--- src/rtl/answer_check.sv ---
// answer_check: round controller for a guess-the-number game. Latches the
// answer, lets the player adjust and submit a guess within a timed window, then scores it.
module answer_check #(
   parameter int TIMEOUT_S = 10,
   parameter int RESULT_S  = 3,
   parameter int MAX_GUESS = 255
) (
   input  logic       Clk100M,
   input  logic       Rst_n,
   input  logic       secTick,
   input  logic       answerSig,
   input  logic [7:0] numSpecial,
   input  logic       btnUp,
   input  logic       btnDown,
   input  logic       btnSubmit,
   input  logic       scoreClr,
   output logic       answering,
   output logic [7:0] guess,
   output logic [7:0] timeLeft,
   output logic       resultValid,
   output logic       correct,
   output logic       timedOut,
   output logic [7:0] score,
   output logic [7:0] roundsPlayed
);

   typedef enum logic [1:0] {IDLE, ANSWER, CHECK, RESULT} state_t;

   localparam logic [7:0] timeoutLim = 8'(TIMEOUT_S);
   localparam logic [7:0] resultLim  = 8'(RESULT_S);
   localparam logic [7:0] guessMax   = 8'(MAX_GUESS);

   state_t     state;
   logic [7:0] target;
   logic [7:0] timer;
   logic [7:0] resCnt;
   logic       upPrev, downPrev, submitPrev;
   logic       upEdge, downEdge, submitEdge;
   logic       hit;

   assign upEdge     = btnUp & ~upPrev;
   assign downEdge   = btnDown & ~downPrev;
   assign submitEdge = btnSubmit & ~submitPrev;
   assign hit        = (guess == target);

   assign answering = (state == ANSWER);
   assign timeLeft  = answering ? (timeoutLim - timer) : 8'd0;

   function automatic logic [7:0] satInc(input logic [7:0] v);
      return (v == 8'hFF) ? v : v + 8'd1;
   endfunction

   // Scoring is committed on the same edge that enters CHECK, so while
   // resultValid is high correct/timedOut/score/roundsPlayed already hold the round's values.
   always_ff @(posedge Clk100M or negedge Rst_n) begin
      if (!Rst_n) begin
         state        <= IDLE;
         target       <= '0;
         timer        <= '0;
         resCnt       <= '0;
         guess        <= '0;
         correct      <= 1'b0;
         timedOut     <= 1'b0;
         resultValid  <= 1'b0;
         score        <= '0;
         roundsPlayed <= '0;
         // NOTE: previous-value registers reset high so a button held through reset release is not seen as a press.
         upPrev       <= 1'b1;
         downPrev     <= 1'b1;
         submitPrev   <= 1'b1;
      end else begin
         upPrev      <= btnUp;
         downPrev    <= btnDown;
         submitPrev  <= btnSubmit;
         // NOTE: default-low here, overridden below, keeps resultValid a single-cycle pulse.
         resultValid <= 1'b0;

         if (answerSig && state != CHECK) begin
            state    <= ANSWER;
            target   <= numSpecial;
            guess    <= '0;
            timer    <= '0;
            resCnt   <= '0;
            correct  <= 1'b0;
            timedOut <= 1'b0;
         end else begin
            case (state)
               ANSWER: begin
                  if (submitEdge) begin
                     state        <= CHECK;
                     timedOut     <= 1'b0;
                     correct      <= hit;
                     resultValid  <= 1'b1;
                     roundsPlayed <= satInc(roundsPlayed);
                     if (hit) score <= satInc(score);
                  end else if (secTick && (timer + 8'd1 == timeoutLim)) begin
                     state        <= CHECK;
                     timer        <= timer + 8'd1;
                     timedOut     <= 1'b1;
                     correct      <= 1'b0;
                     resultValid  <= 1'b1;
                     roundsPlayed <= satInc(roundsPlayed);
                  end else begin
                     if (secTick) timer <= timer + 8'd1;
                     if (upEdge && !downEdge && guess < guessMax)
                        guess <= guess + 8'd1;
                     else if (downEdge && !upEdge && guess != 8'd0)
                        guess <= guess - 8'd1;
                  end
               end
               CHECK: begin
                  state  <= RESULT;
                  resCnt <= '0;
               end
               RESULT: begin
                  if (secTick) begin
                     if (resCnt + 8'd1 == resultLim) state <= IDLE;
                     else resCnt <= resCnt + 8'd1;
                  end
               end
               default: state <= IDLE;
            endcase
         end

         if (scoreClr) begin
            score        <= '0;
            roundsPlayed <= '0;
         end
      end
   end

endmodule
--- config.mk ---
export PLATFORM = sky130hd
export DESIGN_NAME = answer_check
export DESIGN_NICKNAME = d
export VERILOG_FILES = /design/src/rtl/answer_check.sv
export SDC_FILE = /design/constraint.sdc
export NUM_CORES = 1
export LEC_CHECK = 0
export BUFFER_PORTS_ARGS = -buffer_cell sky130_fd_sc_hd__buf_2
export CORE_MARGIN = 3
export CORE_UTILIZATION = 58
export CTS_CLUSTER_DIAMETER = 50
export DETAILED_ROUTE_END_ITERATION = 10
export PLACE_DENSITY_LB_ADDON = 0.05
export SYNTH_ARGS = -nofsm -noshare
export SYNTH_HDL_FRONTEND = slang
export SYNTH_SLANG_ARGS = --single-unit
--- constraint.sdc ---
create_clock -name Clk100M -period 3.21 [get_ports Clk100M]
set_clock_uncertainty 0.1 [all_clocks]
set_input_delay 0.642 -clock Clk100M [delete_from_list [all_inputs] [get_ports Clk100M]]
set_output_delay 0.642 -clock Clk100M [all_outputs]
set_load 0.1 [all_outputs]
==> out/qor.log <==
INFO  status         status=complete, no violations
INFO  layout         synthToLayoutAreaGrowth=11.0%
INFO  detailed_routing num_vias=2953
INFO  timing         timing_worst_slew_pin_value=0.730ns
INFO  power          vdd.ir_drop.worst=0.439mV
INFO  cts            root_buf_cell=sky130_fd_sc_hd__clkbuf_8
INFO  worst_setup_path register_to_register_setup_slack=0.28ns
INFO  worst_setup_path worst_ep_arrival_time=3.04ns
INFO  yosys          mappedNetlistArea=3520squm
INFO  timing         hold_viol_final=0
INFO  cts            clk_latency=0.31ns
INFO  floorplan      initial_utilization=62.1%
INFO  yosys          synth_largest_area_cell=sky130_fd_sc_hd__dfrtp_1
INFO  yosys          synth_area_per_cell=9.03squm
INFO  floorplan      vertical_die_dimension=83.9um
INFO  worst_setup_path worst-r2r-cell-count=9
INFO  detailed_routing drt_iter0_markers=163
INFO  layout         ratio_of_cells_with_drive_above_1_in_the_final_layout=21.1%
INFO  cts            cts_htree_levels=2
INFO  yosys          synth-seq-area-share=39.9%
INFO  grt            vias_in_the_first_global_route=2772
INFO  floorplan      core_area=5680squm
INFO  place          dp_slack=0.173ns
INFO  timing         finalCritPeriodShare=91.3%
INFO  layout         nets=468
INFO  grt            gr-usage-all-layers=22.0%
INFO  timing         max_freq=0.341GHz
INFO  cts            cts_max_path_buffers=2
INFO  worst_setup_path crit-reg2reg-launch=guess[0]
INFO  run            cap_violations=0
INFO  yosys          ys_async_sr_fraction=100%
INFO  grt            grt_remaining_overflow=0
INFO  grt            grt_start_max_net_pins=27
INFO  timing         slew_violations=0
INFO  yosys          dominantRegCellSynth=sky130_fd_sc_hd__dfrtp_1
INFO  floorplan      die-area=7040squm
INFO  cts            cts_resized=0
INFO  grt            antenna_violations_before_repair=0
INFO  worst_setup_path r2r-end=guess[7]
INFO  cts            cts_buffers=5
INFO  worst_setup_path cp.required=3.32ns
INFO  timing         setup_viol_count_final=0
INFO  cts            post_cts_buffers=0
INFO  yosys          post-synth-top-area-fraction=37.7%
INFO  worst_setup_path max_stage_delay_on_crit_path=0.61ns
INFO  worst_setup_path cell_type_of_the_slowest_stage_on_the_worst_timing_path=sky130_fd_sc_hd__o211ai_1
INFO  worst_setup_path timing.critical_path.cells=nand4_1 -> o211ai_1 -> ha_1 -> a21oi_1 -> o211ai_1 -> o41ai_1 -> xnor2_1 -> a21oi_1 -> a31o_2
INFO  worst_setup_path criticalPathCategory=reg -> reg
INFO  timing         period_minus_slack=2.93ns
INFO  timing         postLayoutSetupSlackWorst=0.278ns
INFO  detailed_routing firstDrtPassIters=4
INFO  detailed_routing via_per_inst=5.81
INFO  detailed_routing finalWirelength=7.45mm
INFO  worst_setup_path critPathLaunch=guess[0]
INFO  detailed_routing routedWlPerCell=14.7um
INFO  worst_setup_path worst_setup_path_start_kind=register
INFO  yosys          number_of_enable_flip_flop_cells_after_synthesis=0
INFO  place          hpwlAfterDp=5.54mm
INFO  grt            grt_pass1_wl=12.9mm
INFO  worst_setup_path cp_max_fo=8
INFO  timing         rsz0062_at_grt=no
INFO  yosys          yosys_register_bits=56
INFO  cts            holdBufCountCts=0
INFO  cts            cts_tree=done
INFO  yosys          yosysWarnings=0
INFO  worst_setup_path cp-end-kind=register
INFO  place          io_port_bufs=51
INFO  layout         antennaDiodeCount=0
INFO  yosys          synthesis.instances=390
INFO  floorplan      floorplan.io_pins=52
INFO  floorplan      die_w=83.9um
INFO  yosys          netlist_top_cells_area=sky130_fd_sc_hd__dfrtp_1, sky130_fd_sc_hd__ha_1, sky130_fd_sc_hd__nand2_1, sky130_fd_sc_hd__xnor2_1, sky130_fd_sc_hd__xor2_1
INFO  cts            path_clk_slew=0.10ns
INFO  detailed_routing drcViolationCount=0
INFO  power          p_leak=1.83nW
INFO  yosys          syn-num-nets=423
INFO  timing         setup-tns-final=0ns
INFO  floorplan      row_count=27
INFO  place          gp_congestion=0.837
INFO  timing         max-slew-margin-rel=51.1%
INFO  yosys          number_of_distinct_standard_cells_referenced_by_the_synthesized_netlist=53
INFO  detailed_routing antenna_left=0
INFO  hold_path      worstHoldPathType=in -> async
INFO  cts            tritoncts_num_sinks=56
INFO  power          power.density=661nW/um^2
==> logic make-up (layout without fill, tap and decap cells) <==
| kind of cell | count (synthesis) | in the layout | synth area share (%) |
|---|---|---|---|
| AO/OA/AOI/OAI | 85 | 85 | 15.7 |
| XOR/XNOR | 34 | 34 | 8.45 |
| adder cells (fa/ha/maj) | 17 | 17 | 6.25 |
| buffers and inverters | 31 | 77 | 4.26 |
| flip-flops | 56 | 56 | 39.9 |
| multiplexers | 8 | 8 | 2.31 |
| AND/OR/NAND/NOR | 159 | 159 | 23.1 |
==> per-stage QoR <==
stage	area (sq um)	instances	total power [mW]	utilization (%)	hold WS (ns)
finish	3910	508	2.58	68.9	0.213
global route	3910	508	2.75	68.9	0.244
CTS	3910	508	2.60	68.9	0.237
detailed placement	3810	500	2.20	67.2	0.393
global placement	3810	500	2.17	67.2	0.390
floorplan	3530	390	1.95	-	0.246
==> Yosys cell counts (all sizes together), types with 2 or more instances <==
cell	instances
mux2i	7
and3	7
nor2b	7
o211ai	2
a31oi	2
o21ai	24
nor3	4
or4	2
nand4	9
dfrtp	53
and2	8
inv	14
nand2	46
dfstp	3
and4	2
xnor2	19
nor2	33
buf	5
xor2	15
nand2b	4
or2	2
ha	16
o21a	6
o41ai	2
o31ai	4
o21bai	3
a211oi	4
a31o	5
nor4	8
nand3	16
or3	10
a211o	3
clkbuf	11
a21oi	23
==> power breakdown <==
group	total [mW]	switching, mW	internal (mW)
registers	0.920	0.126	0.793
clock network	0.401	0.225	0.176
logic	1.26	0.890	0.371
==> routing by layer <==
metal / share of wire, % / routed length [um] / global-route usage, %
met5: 0 / 0 / 0
met4: 1.3 / 99 / 5.85
met3: 3.9 / 290 / 3.85
met2: 47 / 3520 / 35.2
met1: 47 / 3540 / 30.8
==> sequential cells by signal (all words and copies together) (netlist names) <==
register      flops
timer             8
resultValid       1
resCnt            8
timedOut          1
roundsPlayed      8
state             2
guess             8
downPrev          1
score             8
target            8
correct           1
upPrev            1
submitPrev        1
==> layout make-up <==
class,instances,area (sq um)
multi-input combinational,303,1970
fill,463,1770
sequential,56,1420
timing repair buffer,55,285
tap,72,90.1
clock buffer,7,86.3
inverter,14,52.6
clock inverter,1,7.51
==> worst max-delay path by stage <==
| stage | to | slack, ns | depth (start not counted) |
|---|---|---|---|
| floorplan | guess[7] | 0.07 | 10 |
| global route | guess[7] | 0.09 | 9 |
| global placement | guess[7] | 0.26 | 10 |
| finish | guess[7] | 0.28 | 9 |
| detailed placement | guess[7] | 0.17 | 10 |
| CTS | guess[7] | 0.27 | 9 |
==> worst max-delay path: cells and delay by family (launching register included) <==
family	cells	cell delay (ns)
xor gates and xnor gates	1	0.21
adders and majority gates	1	0.36
DFF	1	0.46
and+or+nand+nor	1	0.11
AOI/OAI and AO/OA	6	1.59
==> layout by cell type, fill, tap and decap left out, types with 4 or more instances in the layout <==
master                     synthesis  layout
sky130_fd_sc_hd__buf_2             2      51
sky130_fd_sc_hd__nand2_1          46      46
sky130_fd_sc_hd__dfrtp_1          53      45
sky130_fd_sc_hd__nor2_1           33      33
sky130_fd_sc_hd__o21ai_0          23      23
sky130_fd_sc_hd__a21oi_1          21      21
sky130_fd_sc_hd__xnor2_1          19      19
sky130_fd_sc_hd__nand3_1          16      16
sky130_fd_sc_hd__xor2_1           15      15
sky130_fd_sc_hd__ha_1             16      15
sky130_fd_sc_hd__inv_1            14      14
sky130_fd_sc_hd__or3_1            10      10
sky130_fd_sc_hd__nand4_1           9       9
sky130_fd_sc_hd__dfrtp_2           0       8
sky130_fd_sc_hd__and2_1            7       7
sky130_fd_sc_hd__nor4_1            7       7
sky130_fd_sc_hd__mux2i_1           7       7
sky130_fd_sc_hd__nor2b_1           7       6
sky130_fd_sc_hd__and3_1            6       6
sky130_fd_sc_hd__o21a_1            6       6
sky130_fd_sc_hd__clkbuf_8          1       6
sky130_fd_sc_hd__a31o_2            5       5
sky130_fd_sc_hd__nand2b_1          4       4
sky130_fd_sc_hd__nor3_1            4       4
sky130_fd_sc_hd__a211oi_1          4       4
sky130_fd_sc_hd__o31ai_1           4       4
sky130_fd_sc_hd__buf_4             0       4
Note: power is estimated with default switching activity, not from simulation.
